## src/rtl/alineador_comas.sv

```systemverilog
// K28.5 comma aligner: finds the comma in the sliding 10-bit window, locks symbol phase
// and strobes out one aligned symbol every 10 clocks. `define ALINEADOR_STATS_EN adds lock statistics.
module alineador_comas #(
   parameter logic [9:0]  COMMA_NEG  = 10'b0011111010,
   parameter logic [9:0]  COMMA_POS  = 10'b1100000101,
   parameter int unsigned LOCK_COUNT = 3,
   parameter int unsigned LOSS_COUNT = 4
) (
   input  logic       clk,
   input  logic       reinicio,
   input  logic [9:0] parallel_in,
   output logic [9:0] symbol_out,
   output logic       symbol_valid,
   output logic       is_comma,
   output logic       aligned
`ifdef ALINEADOR_STATS_EN
   ,
   output logic [7:0] realign_count,
   output logic       lock_event
`endif
);

   typedef enum logic [1:0] {SEARCH, CHECK, SYNC} state_t;

   localparam logic [3:0] LOCK_C = LOCK_COUNT[3:0];
   localparam logic [3:0] LOSS_C = LOSS_COUNT[3:0];

   state_t     state_q;
   logic [3:0] phase_q;
   logic [3:0] phase_d;
   logic [3:0] good_q;
   logic [3:0] bad_q;
   logic [9:0] symbol_q;
   logic       valid_q;
   logic       comma_q;
   logic       aligned_q;
   logic       match;
   logic       atPhase0;

`ifdef ALINEADOR_STATS_EN
   logic [7:0] realignCnt_q;
   logic       lockEvent_q;
`endif

   assign match    = (parallel_in == COMMA_NEG) || (parallel_in == COMMA_POS);
   assign atPhase0 = (phase_q == 4'd0);
   assign phase_d  = (phase_q == 4'd9) ? 4'd0 : phase_q + 4'd1;

   // phase_q is the phase of the sample currently on parallel_in; a realign makes
   // the matching sample phase 0, so the register is loaded with 1 for the next one.
   always_ff @(posedge clk or posedge reinicio) begin
      if (reinicio) begin
         state_q   <= SEARCH;
         phase_q   <= 4'd0;
         good_q    <= 4'd0;
         bad_q     <= 4'd0;
         symbol_q  <= 10'b0;
         valid_q   <= 1'b0;
         comma_q   <= 1'b0;
         aligned_q <= 1'b0;
`ifdef ALINEADOR_STATS_EN
         realignCnt_q <= 8'h00;
         lockEvent_q  <= 1'b0;
`endif
      end else begin
         phase_q <= phase_d;
         valid_q <= 1'b0;
`ifdef ALINEADOR_STATS_EN
         lockEvent_q <= 1'b0;
`endif
         case (state_q)
            SEARCH: begin
               aligned_q <= 1'b0;
               if (match) begin
                  phase_q <= 4'd1;
                  good_q  <= 4'd1;
                  if (LOCK_C <= 4'd1) begin
                     state_q   <= SYNC;
                     bad_q     <= 4'd0;
                     symbol_q  <= parallel_in;
                     comma_q   <= 1'b1;
                     valid_q   <= 1'b1;
                     aligned_q <= 1'b1;
`ifdef ALINEADOR_STATS_EN
                     lockEvent_q <= 1'b1;
`endif
                  end else begin
                     state_q <= CHECK;
                  end
               end
            end

            CHECK: begin
               aligned_q <= 1'b0;
               if (atPhase0) begin
                  if (match) begin
                     if (good_q + 4'd1 >= LOCK_C) begin
                        state_q   <= SYNC;
                        good_q    <= LOCK_C;
                        bad_q     <= 4'd0;
                        symbol_q  <= parallel_in;
                        comma_q   <= 1'b1;
                        valid_q   <= 1'b1;
                        aligned_q <= 1'b1;
`ifdef ALINEADOR_STATS_EN
                        lockEvent_q <= 1'b1;
`endif
                     end else begin
                        good_q <= good_q + 4'd1;
                     end
                  end else begin
                     state_q <= SEARCH;
                     good_q  <= 4'd0;
                  end
               end else if (match) begin
                  phase_q <= 4'd1;
                  good_q  <= 4'd1;
               end
            end

            SYNC: begin
               aligned_q <= 1'b1;
               if (atPhase0) begin
                  symbol_q <= parallel_in;
                  comma_q  <= match;
                  valid_q  <= 1'b1;
                  if (match) begin
                     bad_q <= 4'd0;
                  end
               end else if (match) begin
                  // A misplaced comma that ends lock is not used to realign.
                  if (bad_q + 4'd1 >= LOSS_C) begin
                     state_q   <= SEARCH;
                     bad_q     <= 4'd0;
                     good_q    <= 4'd0;
                     aligned_q <= 1'b0;
`ifdef ALINEADOR_STATS_EN
                     if (realignCnt_q != 8'hFF) begin
                        realignCnt_q <= realignCnt_q + 8'd1;
                     end
`endif
                  end else begin
                     bad_q <= bad_q + 4'd1;
                  end
               end
            end

            default: begin
               state_q   <= SEARCH;
               aligned_q <= 1'b0;
            end
         endcase
      end
   end

   assign symbol_out   = symbol_q;
   assign symbol_valid = valid_q;
   assign is_comma     = comma_q;
   assign aligned      = aligned_q;

`ifdef ALINEADOR_STATS_EN
   assign realign_count = realignCnt_q;
   assign lock_event    = lockEvent_q;
`endif

endmodule

```

## config.mk

```make
export PLATFORM = sky130hd
export DESIGN_NAME = alineador_comas
export DESIGN_NICKNAME = d
export VERILOG_FILES = /design/src/rtl/alineador_comas.sv
export SDC_FILE = /design/constraint.sdc
export NUM_CORES = 1
export LEC_CHECK = 0
export ABC_CLOCK_PERIOD_IN_PS = 2450
export BUFFER_PORTS_ARGS = -buffer_cell sky130_fd_sc_hd__buf_4
export CORE_MARGIN = 3
export CORE_UTILIZATION = 55
export DETAILED_ROUTE_END_ITERATION = 16
export HOLD_SLACK_MARGIN = 0.06
export MAX_ROUTING_LAYER = met4
export PLACE_DENSITY = 0.76
export SYNTH_ARGS = -nofsm -noshare
export SYNTH_HDL_FRONTEND = slang
export SYNTH_SLANG_ARGS = --single-unit
```

## constraint.sdc

```tcl
create_clock -name clk -period 2.45 [get_ports clk]
set_clock_uncertainty 0.1 [all_clocks]
set_input_delay 0.3675 -clock clk [delete_from_list [all_inputs] [get_ports clk]]
set_output_delay 0.3675 -clock clk [all_outputs]
set_load 0.02 [all_outputs]
```

### Yosys cells after proc, flatten, opt, wreduce, memory -nomap -nowiden

Index checks and enable logic that the tools add are counted.

* magnitude comparators: 2
* reductions and logical operators: 9
* divide/modulo/power cells: 0
* multiply operators: 0
* shift operators: 0
* add/subtract/negate cells: 3
* muxes and demuxes: 47
* equality and inequality tests: 14
* bitwise logic cells: 0

Operator list (number)
* 4-bit 2-to-1 mux: 17
* 10-bit 2-to-1 mux: 4
* 10-bit one-hot mux with 2 select lines: 1
* 2-bit inequality test, second input constant: 8
* 4-bit one-hot mux with 2 select lines: 2
* 2-bit 2-to-1 mux: 7
* 4-bit by 1-bit adder with 4-bit output, second input constant: 3
* 4-bit one-hot mux with 3 select lines: 1
* 1-bit 2-to-1 mux: 11
* 10-bit equality test, second input constant: 1
* 10-bit by 8-bit equality test with 1-bit output, second input constant: 1
* 5-bit AND reduction: 2
* 1-bit one-hot mux with 2 select lines: 3
* 2-bit one-hot mux with 3 select lines: 1
* 6-bit AND reduction: 1
* 4-bit equality test, second input constant: 1
* 4-bit by 2-bit greater-or-equal comparator with 1-bit output, second input constant: 1
* 4-bit by 3-bit greater-or-equal comparator with 1-bit output, second input constant: 1
* 4-bit zero test: 1
* 4-bit AND reduction: 1
* 3-bit inequality test, second input constant: 1
* 3-bit nonzero test: 1
* 2-bit by 1-bit equality test with 1-bit output, second input constant: 1
* 2-bit equality test, second input constant: 1
* other kinds (3): 3

* memories: 0
* input port bits: 12
* register bits: 27
* output and inout port bits: 13
* latch bits: 0
* ROM bits: 0
* bits in writable memories: 0
* logic and storage cells: 83

### Depth between registers and ports, before layout

Gate-level depths: netlist of the first run.

* depth in word-level cells: 6
* gate-level depth with buffers: 7

### Worst setup path before layout of the first run

OpenSTA, ideal clock, no wires.

* path kind: register to register
* start: register phase_q[0]
* end: register state_q[0]
* cell stages (with the launch flop): 8
* path buffers: 0
* setup time: 0.125 ns
* arrival: 1.891 ns
* period minus slack after synthesis: 2.116 ns
* setup slack: 0.334 ns
* required time: 2.225 ns
* cell sequence: dfrtp_1 inv_1 ha_1 or3b_2 nand2_1 nand3_1 a211oi_1 mux2_2

* word-level cells in the longest chain between the ends: 3

RTL lines
* start, declared: RTL line 29 `logic [3:0] phase_q;`
* start signal, assigned: RTL line 66 `phase_q <= phase_d;`
* 4-bit zero test *: RTL line 46 `assign atPhase0 = (phase_q == 4'd0);`
* 2-bit inequality test (no line)
* 6-bit AND reduction (no line) *
* end signal, assigned: RTL line 53 `state_q <= SEARCH;`
* end signal, assigned: RTL line 78 `state_q <= SYNC;`
* end signal, assigned: RTL line 88 `state_q <= CHECK;`
* end, declared: RTL line 28 `state_t state_q;`

Every way passes the cells marked *; elsewhere a longest branch is shown, timed or not.
A chain may end at the register's enable or synchronous reset.

### Worst setup path in the final report of the first run

Ends and elaborated chain as after synthesis.

==> impl_metrics.py, run 1 <==
metrics = {
    "outcome": {
        "status": "complete, no violations",
    },
    "clock_network": {
        "clk_pin_slew_ns": 0.14,
        "numCtsBuffers": 3,
        "cts_tree": "done",
        "cts_resized": 0,
        "root_buffer": "clkbuf_4",
        "cts_htree_levels": 1,
        "clock_path_buffers": 2,
        "clkLatencyLatePin_ns": 0.33,
        "clock-sinks": 27,
    },
    "yosys": {
        "synthArstFlopShare_pct": 100,
        "synth_edf_count": 0,
        "synth-seq-cells": 27,
        "synth_commonest_cells": "dfrtp_1, inv_1, mux2_2, ha_1, o21ai_0",
        "netlist.area_leader.share_pct": 43.6,
        "netlist_instances": 139,
        "synth_top_cell_by_area": "dfrtp_1",
        "synth_cell_types": 46,
        "yosys_warnings": 0,
        "ys_seq_area_share_pct": 43.6,
        "synthFlopType": "dfrtp_1",
        "synth_nets": 161,
        "syn_avg_cell_area_um2": 11.1,
        "netlist_area_um2": 1550,
        "synth_top_cells_by_area": "dfrtp_1, ha_1, mux2_2",
        "yosysMostFrequentCell": "dfrtp_1",
    },
    "floorplanning": {
        "start_util_pct": 60.3,
        "rows": 18,
        "fp.coreArea_um2": 2570,
        "die_area_um2": 3490,
        "pin_count": 25,
        "die_h_um": 59.1,
        "die_w_um": 59.1,
    },
    "setup_path": {
        "critPathKind": "reg -> reg",
        "cp.required_ns": 2.59,
        "arrival_ns": 2.43,
        "cp_max_fo": 5,
        "start_kind": "flop",
        "end_kind": "flop",
    },
    "sta": {
        "post-route-period-util_pct": 93.8,
        "clock.fmax_mhz": 435,
        "worst_slew_pin_slew_ns": 0.458,
        "setup_viol": 0,
        "slew_violations": 0,
        "rsz0062_at_grt": "false",
        "hold_violations": 0,
        "post-route-min-period_ns": 2.30,
        "slew_headroom_pct": 69.2,
        "hold-worst-slack_ns": 0.161,
        "fin_setup_tns_ns": 0,
    },
    "place": {
        "place_inst": 193,
        "dp_hpwl_mm": 2.29,
        "port_buffers": 24,
        "gp_congestion": 0.819,
    },
    "layout": {
        "layout-drive-gt1-share_pct": 32.7,
        "finish.utilization_pct": 70.1,
        "finalNetCount": 191,
        "n_fill_cell": 206,
        "layout.cells.non_filler": 198,
        "synthToLayoutAreaGrowth_pct": 16.2,
        "n_antenna_cell": 0,
    },
    "global_routing": {
        "antenna_found_initial": 0,
        "first_global_vias": 1165,
        "grt_pass1_wl_mm": 5.10,
        "grt_use_total_pct": 19.5,
        "overflow": 0,
        "grt_max_degree": 28,
    },
    "detailed_routing": {
        "drt_iter0_markers": 23,
        "routed_wl_mm": 3.01,
        "ant_nets": 0,
        "wl_per_cell_um": 15.2,
        "drc": 0,
        "routed_via_density": 5.85,
        "dr.pass1.iters": 4,
        "vias": 1159,
    },
    "power_and_ir_drop": {
        "ir_drop_mv": 0.501,
        "p_per_area_nw_per_um2": 613,
        "power_leakage_uw": 0.000902,
    },
    "min_path": {
        "hp-class": "in -> reg",
    },
    "job": {
        "drv_cap": 0,
    },
}
## worst max-delay path, stage by stage (launching register included)
cell and delay, ns:
dfrtp_1 0.44, inv_1 0.09, ha_1 0.16, or3b_2 0.50, nand2_1 0.15, nand3_1 0.09, a211oi_1 0.30, mux2_2 0.37
## sequential cells by signal (all words and copies together) (netlist names)
signal        count
phase_q           4
symbol_valid      1
aligned           1
good_q            4
is_comma          1
state_q           2
symbol_out       10
bad_q             4
## where the power goes
group | internal (uW) | leakage [uW] | switching [uW] | total, uW
logic | 160 | 0.000520 | 215 | 375
clock network | 61.4 | 0.0000177 | 133 | 194
registers | 487 | 0.000364 | 48.7 | 535
total | 708 | 0.000902 | 396 | 1100
## cells in the final DEF (no fill, tap or decap), types with 2 or more instances in the layout
cell type	Yosys	final
nor3_1	2	2
buf_4	1	26
a21boi_0	3	3
nor2_1	7	7
nor2b_1	5	5
or4_1	2	2
a211oi_1	3	3
clkbuf_4	0	3
nand2_1	7	7
nand3b_1	4	4
o21ai_0	9	9
mux2_2	11	11
ha_1	10	10
inv_1	11	11
and3b_1	2	2
a21oi_1	3	3
dfrtp_1	27	27
nand3_1	3	3
## metal layers
metal | wire (um) | global-route usage, %
met4 | 43 | 7.44
met2 | 1430 | 30.9
met5 | 0 | -
met1 | 1460 | 25.2
met3 | 81 | 2.83
## cells by family after synthesis
family / after synthesis / share of synthesized area [%]
XOR/XNOR: 2 / 1.13
AO/OA/AOI/OAI: 29 / 14.6
flip-flops: 27 / 43.6
multiplexers: 12 / 8.72
AND/OR/NAND/NOR: 46 / 20.0
buffers and inverters: 13 / 3.88
adder cells (fa/ha/maj): 10 / 8.08
## through the flow
step           setup slack (ns)  instance area (um2)  total power (uW)
2_1_floorplan             0.334                 1550               802
3_3_place_gp              0.256                 1760               894
3_5_place_dp              0.191                 1760               909
4_1_cts                   0.163                 1800              1100
5_1_grt                  0.0307                 1800              1170
6_report                  0.152                 1800              1100
## repair_timing
action,4_1_cts,5_1_grt
hold buffers,1,0
buffers inserted,0,0
hold endpoints to repair,27,0
## cell type report
cell class | count | area, um2 | area share, %
well taps | 30 | 37.5 | 2.08
repair buffers | 27 | 205 | 11.4
clock inverters | 1 | 5.00 | 0.278
multi-input cells | 99 | 813 | 45.2
clock buffers | 3 | 22.5 | 1.25
flip-flops and latches | 27 | 676 | 37.5
inverters | 11 | 41.3 | 2.29
## path summary, 6_finish.rpt
check,slack (ns),cells after the start,end,from
hold / removal,0.16,2,symbol_out[3],parallel_in[3]
setup / recovery,0.15,7,state_q[0],phase_q[0]
setup reg to reg,0.15,7,state_q[0],phase_q[0]
max in group asynchronous,1.46,4,symbol_out[0],reinicio
hold reg to reg,0.42,1,symbol_out[3],symbol_out[3]
min in group asynchronous,0.54,4,symbol_out[3],reinicio
(Power assumes the default switching activity.)
==> run 2, diff against run 1 <==
--- a/config.mk
+++ b/config.mk
@@ -13,6 +13,7 @@
 export HOLD_SLACK_MARGIN = 0.06
 export MAX_ROUTING_LAYER = met4
 export PLACE_DENSITY = 0.76
+export REMOVE_ABC_BUFFERS = 1
 export SYNTH_ARGS = -nofsm -noshare
 export SYNTH_HDL_FRONTEND = slang
 export SYNTH_SLANG_ARGS = --single-unit
==> impl_metrics.py, run 2 (synthesis gave the netlist of run 1 again) <==
metrics = {
    "detailed_routing": {
        "drt_iter0_markers": 41,
        "wl_met3_um": 82,
        "vias": 1149,
        "drc": 0,
        "ant_nets": 0,
        "routed_wl_mm": 2.98,
        "wl_per_cell_um": 15.1,
        "wl_met2_mm": 1.47,
        "routed.top_layer": "met4",
        "wl_met1_mm": 1.40,
        "dr.pass1.iters": 4,
        "routed_via_density": 5.80,
    },
    "setup_path": {
        "cp_max_fo": 5,
        "start_kind": "flop",
        "cp_num_buf_inv": 1,
        "reg2regPathDepth": 7,
        "critPathMaxStageDelay_ns": 0.51,
        "crit_path_top_delay_cell": "or3b_2",
        "reg2reg_to": "state_q[0]",
        "cp.required_ns": 2.59,
        "arrival_ns": 2.47,
        "end_kind": "flop",
        "crit_chain": "inv_1, ha_1, or3b_2, nand2_1, nand3_1, a211oi_1, mux2_2",
        "r2r-start": "phase_q[0]",
        "critPathKind": "reg -> reg",
        "crit_cells": 7,
        "path_delay_family": "simple AND/OR/NAND/NOR gates",
        "r2r_setup_slack_ns": 0.12,
    },
    "floorplanning": {
        "die_h_um": 59.1,
        "pin_count": 25,
        "fp.coreArea_um2": 2570,
        "start_util_pct": 60.3,
        "die_w_um": 59.1,
        "die_area_um2": 3490,
        "rows": 18,
    },
    "sta": {
        "clock.fmax_mhz": 430,
        "worst_slew_pin_slew_ns": 0.445,
        "slew_violations": 0,
        "fin_setup_tns_ns": 0,
        "post-route-period-util_pct": 95.0,
        "slew_headroom_pct": 70.3,
        "post-route-min-period_ns": 2.33,
        "rsz0062_at_grt": "false",
        "hold_violations": 0,
        "setup_viol": 0,
        "hold-worst-slack_ns": 0.151,
    },
    "place": {
        "port_buffers": 24,
        "gp_congestion": 0.846,
        "postPlaceCellArea_um2": 1760,
        "dp_hpwl_mm": 2.27,
    },
    "layout": {
        "final_cell_mix": "dfrtp_1, buf_4, mux2_2, inv_1, ha_1",
        "largest_reg_flops": 10,
        "n_fill_cell": 196,
        "multi_input_area_um2": 813,
        "finish.utilization_pct": 70.2,
        "synthToLayoutAreaGrowth_pct": 16.4,
        "finalNetCount": 191,
        "final_common_cell": "dfrtp_1",
        "seq_area_um2": 676,
        "finish.instance_area_um2": 1800,
        "layout-drive-gt1-share_pct": 32.7,
        "n_antenna_cell": 0,
    },
    "clock_network": {
        "ctsHoldBuffers": 1,
        "clock-sinks": 27,
        "root_buffer": "clkbuf_4",
        "cts_resized": 0,
        "clkLatencyLatePin_ns": 0.34,
        "cts_tree": "done",
        "clk_pin_slew_ns": 0.16,
        "post_cts_buffers": 0,
        "numCtsBuffers": 3,
        "clock_path_buffers": 2,
        "cts_htree_levels": 1,
    },
    "min_path": {
        "min_to": "symbol_out[3]",
        "hp-class": "in -> reg",
        "min-delay-start": "parallel_in[3]",
        "hold_path_depth": 2,
    },
    "power_and_ir_drop": {
        "ir_drop_mv": 0.666,
        "power_leakage_uw": 0.000899,
        "p_per_area_nw_per_um2": 615,
        "power.total_uw": 1110,
    },
    "global_routing": {
        "grt_use_total_pct": 20.1,
        "grt_max_degree": 28,
        "grt_pass1_wl_mm": 5.20,
        "antenna_found_initial": 0,
        "first_global_vias": 1155,
        "overflow": 0,
    },
    "outcome": {
        "status": "complete, no violations",
    },
    "job": {
        "drv_cap": 0,
    },
}
[run 2: cell types whose count changed in the layout (fill, tap and decap cells not counted), sizes merged]
cell      change
clkinv        -1
clkinvlp      +1
[run 2: per-stage QoR]
stage,instances,worst slack (ns)
finish,198,0.122
floorplan,137,0.334
global route,198,0.0215
global placement,193,0.191
detailed placement,193,0.128
CTS,198,0.134
[run 2: area by class of cell]
| class | count | area share, % |
|---|---|---|
| sequential | 27 | 37.5 |
| tap | 30 | 2.08 |
| inverter | 11 | 2.29 |
| multi-input combinational | 99 | 45.1 |
| clock inverter | 1 | 0.416 |
| clock buffer | 3 | 1.25 |
| timing repair buffer | 27 | 11.4 |
[run 2: worst max-delay path by stage]
stage / from / endpoint / slack, ns
final: phase_q[0] / state_q[0] / 0.12
after global routing: phase_q[1] / state_q[0] / 0.02
after CTS: phase_q[0] / state_q[0] / 0.13
after detailed placement: phase_q[0] / state_q[0] / 0.13
after global placement: phase_q[0] / state_q[0] / 0.19
after floorplan: phase_q[0] / state_q[0] / 0.33
[run 2: where the power goes]
| group | internal (uW) | switching, uW | leakage (uW) |
|---|---|---|---|
| Sequential | 487 | 47.6 | 0.000364 |
| Clock | 62.5 | 139 | 0.0000139 |
| Combinational | 160 | 213 | 0.000520 |
[run 2: metal layers]
| layer | global-route usage, % | up-vias |
|---|---|---|
| met1 | 25.1 | 561 |
| li1 | - | 565 |
| met4 | 5.83 | 0 |
| met3 | 3.92 | 5 |
| met2 | 33.1 | 18 |
| met5 | - | - |
